`config.mk`:
```
export PLATFORM = sky130hd
export DESIGN_NAME = csr_commit_queue
export DESIGN_NICKNAME = d
export VERILOG_FILES = /design/src/rtl/csr_commit_queue_pkg.sv /design/src/rtl/csr_commit_queue.sv
export SDC_FILE = /design/constraint.sdc
export NUM_CORES = 1
export LEC_CHECK = 0
export ABC_AREA = 0
export CORE_MARGIN = 5
export CORE_UTILIZATION = 26
export DETAILED_ROUTE_END_ITERATION = 16
export GPL_TIMING_DRIVEN = 0
export PLACE_DENSITY = 0.79
export SKIP_CTS_REPAIR_TIMING = 1
export SLEW_MARGIN = 20
export SYNTH_ARGS = -nofsm -noshare
export SYNTH_HDL_FRONTEND = slang
export SYNTH_SLANG_ARGS = --single-unit
```
`constraint.sdc`:
```
create_clock -name clk_i -period 2.4 [get_ports clk_i]
set_input_delay 0.48 -clock clk_i [delete_from_list [all_inputs] [get_ports clk_i]]
set_output_delay 0.48 -clock clk_i [all_outputs]
set_load 0.01 [all_outputs]
```
`src/rtl/csr_commit_queue_pkg.sv`:
```
// Shared types and helpers for the CSR commit queue: issue payload, queue entry and the
// landing-pad address remap that decode also uses.
package csr_commit_queue_pkg;

    localparam int unsigned XLEN = 64;

    // Landing-pad label register targeted by the CFI landing-pad operators.
    localparam logic [11:0] CSR_LPLR = 12'h8C0;

    typedef enum logic [3:0] {
        ADD,
        CSRRW,
        CSRRS,
        CSRRC,
        LPSLL,
        LPSML,
        LPSUL,
        LPCLL
    } fu_op;

    typedef struct packed {
        fu_op            operator;
        logic [XLEN-1:0] operand_a;
        logic [XLEN-1:0] operand_b;
    } fu_data_t;

    typedef struct packed {
        logic [11:0] csr_address;
    } csr_q_entry_t;

    function automatic logic [11:0] cfi_csr_addr(fu_op op, logic [11:0] raw, logic en);
        logic w_is_lp;
        w_is_lp = (op == LPSLL) || (op == LPSML) || (op == LPSUL) || (op == LPCLL);
        return (en && w_is_lp) ? CSR_LPLR : raw;
    endfunction

endpackage

```
`src/rtl/csr_commit_queue.sv`:
```
// Circular queue of pending CSR addresses between issue and commit, with a combinational
// ready bypass so a full queue can accept while its head retires.
module csr_commit_queue
    import csr_commit_queue_pkg::*;
#(
    parameter int unsigned DEPTH        = 2,
    parameter bit          CFI_REMAP_EN = 1'b1,
    parameter int unsigned CNT_W        = $clog2(DEPTH + 1)
) (
    input  logic             clk_i,
    input  logic             rst_ni,
    input  logic             flush_i,
    input  fu_data_t         fu_data_i,
    input  logic             csr_valid_i,
    output logic             csr_ready_o,
    output logic [XLEN-1:0]  csr_result_o,
    input  logic             csr_commit_i,
    output logic [11:0]      csr_addr_o,
    output logic             csr_addr_valid_o,
    output logic [CNT_W-1:0] count_o,
    output logic             commit_err_o
);

    localparam int unsigned PTR_W = (DEPTH > 1) ? $clog2(DEPTH) : 1;

    csr_q_entry_t     r_mem [DEPTH];
    logic [PTR_W-1:0] r_rd_ptr;
    logic [PTR_W-1:0] r_wr_ptr;
    logic [CNT_W-1:0] r_count;
    logic             r_commit_err;

    logic [PTR_W-1:0] w_rd_ptr_d;
    logic [PTR_W-1:0] w_wr_ptr_d;
    logic [CNT_W-1:0] w_count_d;
    logic             w_commit_err_d;
    logic             w_not_empty;
    logic             w_full;
    logic             w_push;
    logic             w_pop;
    csr_q_entry_t     w_entry;
    logic             w_unused_operand_b;

    // Pointers wrap explicitly so non-power-of-two depths work.
    function automatic logic [PTR_W-1:0] ptr_inc(logic [PTR_W-1:0] ptr);
        return (ptr == PTR_W'(DEPTH - 1)) ? '0 : ptr + PTR_W'(1);
    endfunction

    assign w_unused_operand_b = ^fu_data_i.operand_b[XLEN-1:12];

    assign w_not_empty = (r_count != '0);
    assign w_full      = (r_count == CNT_W'(DEPTH));

    assign csr_ready_o = !w_full || (csr_commit_i && w_not_empty);
    assign w_push      = csr_valid_i && csr_ready_o && !flush_i;
    assign w_pop       = csr_commit_i && w_not_empty && !flush_i;

    assign w_entry.csr_address = cfi_csr_addr(fu_data_i.operator, fu_data_i.operand_b[11:0],
                                              CFI_REMAP_EN);

    always_comb begin
        w_rd_ptr_d     = r_rd_ptr;
        w_wr_ptr_d     = r_wr_ptr;
        w_count_d      = r_count;
        w_commit_err_d = 1'b0;
        if (flush_i) begin
            w_rd_ptr_d = '0;
            w_wr_ptr_d = '0;
            w_count_d  = '0;
        end else begin
            if (w_push) begin
                w_wr_ptr_d = ptr_inc(r_wr_ptr);
            end
            if (w_pop) begin
                w_rd_ptr_d = ptr_inc(r_rd_ptr);
            end
            unique case ({w_push, w_pop})
                2'b10:   w_count_d = r_count + CNT_W'(1);
                2'b01:   w_count_d = r_count - CNT_W'(1);
                default: w_count_d = r_count;
            endcase
            w_commit_err_d = csr_commit_i && !w_not_empty;
        end
    end

    always_ff @(posedge clk_i) begin
        if (!rst_ni) begin
            r_rd_ptr     <= '0;
            r_wr_ptr     <= '0;
            r_count      <= '0;
            r_commit_err <= 1'b0;
        end else begin
            r_rd_ptr     <= w_rd_ptr_d;
            r_wr_ptr     <= w_wr_ptr_d;
            r_count      <= w_count_d;
            r_commit_err <= w_commit_err_d;
        end
    end

    // Storage needs no reset: validity is tracked by the count alone.
    always_ff @(posedge clk_i) begin
        if (rst_ni && w_push) begin
            r_mem[r_wr_ptr] <= w_entry;
        end
    end

    assign csr_result_o     = fu_data_i.operand_a;
    assign csr_addr_o       = w_not_empty ? r_mem[r_rd_ptr].csr_address : 12'h000;
    assign csr_addr_valid_o = w_not_empty;
    assign count_o          = r_count;
    assign commit_err_o     = r_commit_err;

    a_no_drop: assert property (@(posedge clk_i) disable iff (!rst_ni)
        csr_valid_i |-> csr_ready_o);

    a_count_range: assert property (@(posedge clk_i) disable iff (!rst_ni)
        r_count <= CNT_W'(DEPTH));

endmodule

```
# == Word level (Yosys, flattened, before mapping) ==
# Memories as Yosys holds them, arrays and structs flattened. A register that Yosys moved wholly into a read port is not among the register bits.
# Cells that the tools add are included.
# word_totals
out_inout_bits,81
mem_bits_rw,24
register_bits,5
mem_count,1
inputBits,137
# op_classes
muxes,9
add_sub_neg,4
bitwise,1
reduce_logical,16
eq_ne,7
# mem_list
name,words,width,rd,rd_ports_with_merged_regs,write_ports,line,text
r_mem,2,12,1,1,1,csr_commit_queue.sv:26,csr_q_entry_t r_mem [DEPTH];
# op_table
operator,count
$mux W12,2
$eq A4 B3 Y1 const B,4
$logic_and A1 B1 Y1,6
$mux W1,6
$eq A2 B2 Y1 const B,2
$logic_or A1 B1 Y1,4
$pmux W2 S2,1
$reduce_bool A2 Y1,2
$logic_not A1 Y1,3
$add A1 B1 Y1 const B,2
$add A2 B1 Y2 const B,1
$eq A2 B1 Y1 const B,1
$reduce_or A2 Y1,1
$sub A2 B1 Y2 const B,1
$not A1 Y1,1

# == Depth between registers and ports, before layout ==
# Gate-level depths: netlist of run 1.
# depth
ltp_word,8
depth_mapped,7

# == Worst setup path after synthesis of run 1 ==
# OpenSTA, ideal clock, no wires.
# synth_path
kind,input to register
start,in csr_commit_i
end,reg r_count[1] (netlist: count_o[1])
n_path_buf,0
t_arrival_ns,1.874
stages,6
t_required_ns,2.330
setup_time_ns,0.070
slack_ns,0.456
cell_sequence,or3b_2 > nand2_1 > or2_2 > ha_1 > or3_1 > a21oi_1
# synth_between
elab_chain_len,6
# synth_lines
element,line,text
start: declaration,csr_commit_queue.sv:17,"input logic csr_commit_i,"
$logic_and A1 B1 Y1 (*),"csr_commit_queue.sv:53, csr_commit_queue.sv:55",
$logic_or A1 B1 Y1,csr_commit_queue.sv:53,assign csr_ready_o = !w_full || (csr_commit_i && w_not_empty);
$logic_and A1 B1 Y1 (2 in series),csr_commit_queue.sv:54,assign w_push = csr_valid_i && csr_ready_o && !flush_i;
$eq A2 B1 Y1 / $eq A2 B2 Y1 (equally long branches),csr_commit_queue.sv:76,"unique case ({w_push, w_pop})"
$pmux W2 S2 / $reduce_bool A2 Y1 (equally long branches),n/a,
end signal: assignment,csr_commit_queue.sv:94,r_count <= w_count_d;
end: declaration,csr_commit_queue.sv:29,logic [CNT_W-1:0] r_count;
# Every way passes the cells marked *; elsewhere a longest branch is shown, timed or not.
# A chain may end at the register's enable or synchronous reset.

==> metrics.yaml, run 1 <==
status: "finished clean"
dp_hpwl_um: 3900
crit_path_end: "csr_addr_o[7]"
critPathCaptureType: "output port"
first_pass_iters: 4
power_density_nw_per_um2: 435
register_area_sq_um: 841
leakage_nw: 1.15
wl_um: 4640
num-nets-final: 404
cap_violations: 0
row_count: 29
r2r-start: "count_o[0]"
rsz0062_at_grt: "no"
core_sq_um: 6420
start_util_pct: 26.9
drt_iter0_drc: 22
min_period_over_period_pct: 93.7
grt_max_degree: 13
htreeDepth: 2
cts_sinks: 30
critical_path_arrival_ps: 1770
clock_path_buffers: 2
cp_data_required_time_ps: 1920
antenna_cells: 0
cts_tree: "built"
grt_pass1_wl_um: 6720
max-slew-margin-rel_pct: 27.9
regToRegSetupSlack_ps: 410
chipWidth_um: 91.6
port-buffer-count: 99
synth_area_per_cell_sq_um: 10.8
design_power_total_mw: 1.26
synth_top_family_by_area: "buffers and inverters"
avgRoutedWirePerCell_um: 13.5
fp.dieH_um: 91.6
skew_ps: 2.98
muxShareOfSynthArea_pct: 6.95
multi_input_area_sq_um: 393
hold_viol: 0
tightestPinTransition_ps: 1080
cts.clk_slew.worst_paths_ps: 60
grt_pass1_vias: 1342
min_path_type: "register to register"
fillers: 587
cts_root_buffer: "clkbuf_8"
grt_use_total_pct: 10.1
synth.distinct_cells: 23
synth-xor-area-share_pct: 1.52
num_vias: 1366
viasPerCell: 3.97
startpoint_type: "register"
path_max_fanout: 10
ys_ff_latch: 30
ff2ff_path_depth: 3
syn_nets: 298
syn_inst: 160
dieArea_sq_um: 8380
drcViolationCount: 0
netlist_area_sq_um: 1730
hold_slack_ps: 483
cts_buffers: 5
path_class: "register to output port"
ir_drop_mv: 0.380
synthToLayoutAreaGrowth_pct: 68.1
antenna_found_initial: 0
seq_area_frac_synth_pct: 48.6
synth_compound_area_share_pct: 1.37
io_pins: 218
gp_congestion: 0.747
gr-total-overflow: 0
crit_path_cell_trace: "buf_2, mux2i_1, nor2_1, clkdlybuf4s50_1"
setup_violations: 0
fin_tns_setup_ps: 0
fin_crit_ps: 2250
fmax_ghz: 0.445
final_common_cell: "clkdlybuf4s50_1"
crit_path_top_delay_cell: "clkdlybuf4s50_1"
worstSkewPairLatency_ps: 270
r2r-end: "r_mem[1][6]"
hold_depth: 1
drtAntennaViolNets: 0
drive_gt1_share_pct: 28.5
slew_viol_final: 0
yosysWarnings: 0
synthAdderAreaFrac_pct: 0.724
mostFrequentLayoutCells: "98 x clkdlybuf4s50_1, 64 x buf_4, 24 x edfxtp_1"
yosys.area_share.simple_pct: 11.9
slowest_delay_ps: 550
[synthesized netlist by cell type]
| cell | number | area share (%) |
|---|---|---|
| nor2b_1 | 1 | 0.36 |
| or3_1 | 1 | 0.36 |
| nand2_1 | 1 | 0.22 |
| nand3_1 | 1 | 0.29 |
| clkbuf_1 | 2 | 0.43 |
| inv_1 | 2 | 0.43 |
| xor2_1 | 2 | 1.0 |
| buf_4 | 64 | 28 |
| o2bb2ai_1 | 1 | 0.51 |
| dfxtp_1 | 6 | 6.9 |
| nor2_1 | 20 | 4.3 |
| and2_1 | 9 | 3.3 |
| o21ai_0 | 2 | 0.58 |
| mux2i_1 | 12 | 6.9 |
| nand2b_1 | 5 | 1.8 |
| xnor2_1 | 1 | 0.51 |
| or2_2 | 1 | 0.36 |
| and3_1 | 1 | 0.36 |
| buf_2 | 1 | 0.29 |
| edfxtp_1 | 24 | 42 |
| or3b_2 | 1 | 0.51 |
| a21oi_1 | 1 | 0.29 |
| ha_1 | 1 | 0.72 |
[where the power goes]
group          switching, mW  internal, mW
clock network          0.169         0.198
logic                  0.103         0.213
registers            0.00451         0.575
[cell families (layout without fill, tap and decap cells)]
group | after synthesis | in the layout
XOR/XNOR | 3 | 3
AO/OA/AOI/OAI | 4 | 4
adder cells (fa/ha/maj) | 1 | 1
multiplexers | 12 | 12
AND/OR/NAND/NOR | 41 | 41
flip-flops | 30 | 30
buffers and inverters | 69 | 176
[how the worst min path moves through the flow]
stage	from	endpoint
floorplan	r_wr_ptr	r_wr_ptr
detailed placement	r_wr_ptr	r_wr_ptr
global route	r_wr_ptr	r_wr_ptr
global placement	r_wr_ptr	r_wr_ptr
finish	r_wr_ptr	r_wr_ptr
CTS	r_wr_ptr	r_wr_ptr
[layer usage]
layer | GRT usage (%) | wire length, um | share of wire, % | vias to the layer above
met5 | 0 | 0 | 0 | -
met3 | 4.63 | 596 | 13 | 6
met2 | 18.8 | 2370 | 51 | 94
li1 | - | - | - | 668
met4 | 3.02 | 39 | 0.84 | 0
met1 | 9.80 | 1630 | 35 | 598
[cell type report]
cell class                 instances  share of cell area (%)
inverter                           2                   0.258
multi-input combinational         61                    13.5
tap                               77                    3.31
timing repair buffer              99                    34.2
sequential                        30                    28.9
buffer                            67                    17.0
clock buffer                       6                    2.50
clock inverter                     2                   0.301
[state kept, by name (all words and copies together) (netlist names), named ones only]
name / count
r_wr_ptr: 1
r_rd_ptr: 1
count_o: 2
commit_err_o: 1
r_mem: 24
[critical path, delay by kind of cell, from the launching register on]
family / cells / cell delay, ps
buffers and inverters: 2 / 870
DFF: 1 / 370
muxes: 1 / 120
and+or+nand+nor: 1 / 130
[per-stage QoR]
| stage | utilization [%] | instances | area [sq um] | setup slack (ps) |
|---|---|---|---|---|
| 2_1_floorplan | - | 160 | 1730 | 456 |
| 3_3_place_gp | 43.9 | 336 | 2820 | -61.3 |
| 3_5_place_dp | 43.9 | 336 | 2820 | -126 |
| 4_1_cts | 45.1 | 344 | 2900 | -125 |
| 5_1_grt | 45.3 | 344 | 2910 | 5.70 |
| 6_report | 45.3 | 344 | 2910 | 151 |
Note: power is estimated with default switching activity, not from simulation.
==> run 2, diff against run 1 <==
--- a/config.mk
+++ b/config.mk
@@ -10,6 +10,7 @@
 export CORE_UTILIZATION = 26
 export DETAILED_ROUTE_END_ITERATION = 16
 export GPL_TIMING_DRIVEN = 0
+export HOLD_SLACK_MARGIN = 0.06
 export PLACE_DENSITY = 0.79
 export SKIP_CTS_REPAIR_TIMING = 1
 export SLEW_MARGIN = 20
==> results of run 2 <==
Same layout as run 1: the final DEF is identical, and so are final timing and power.
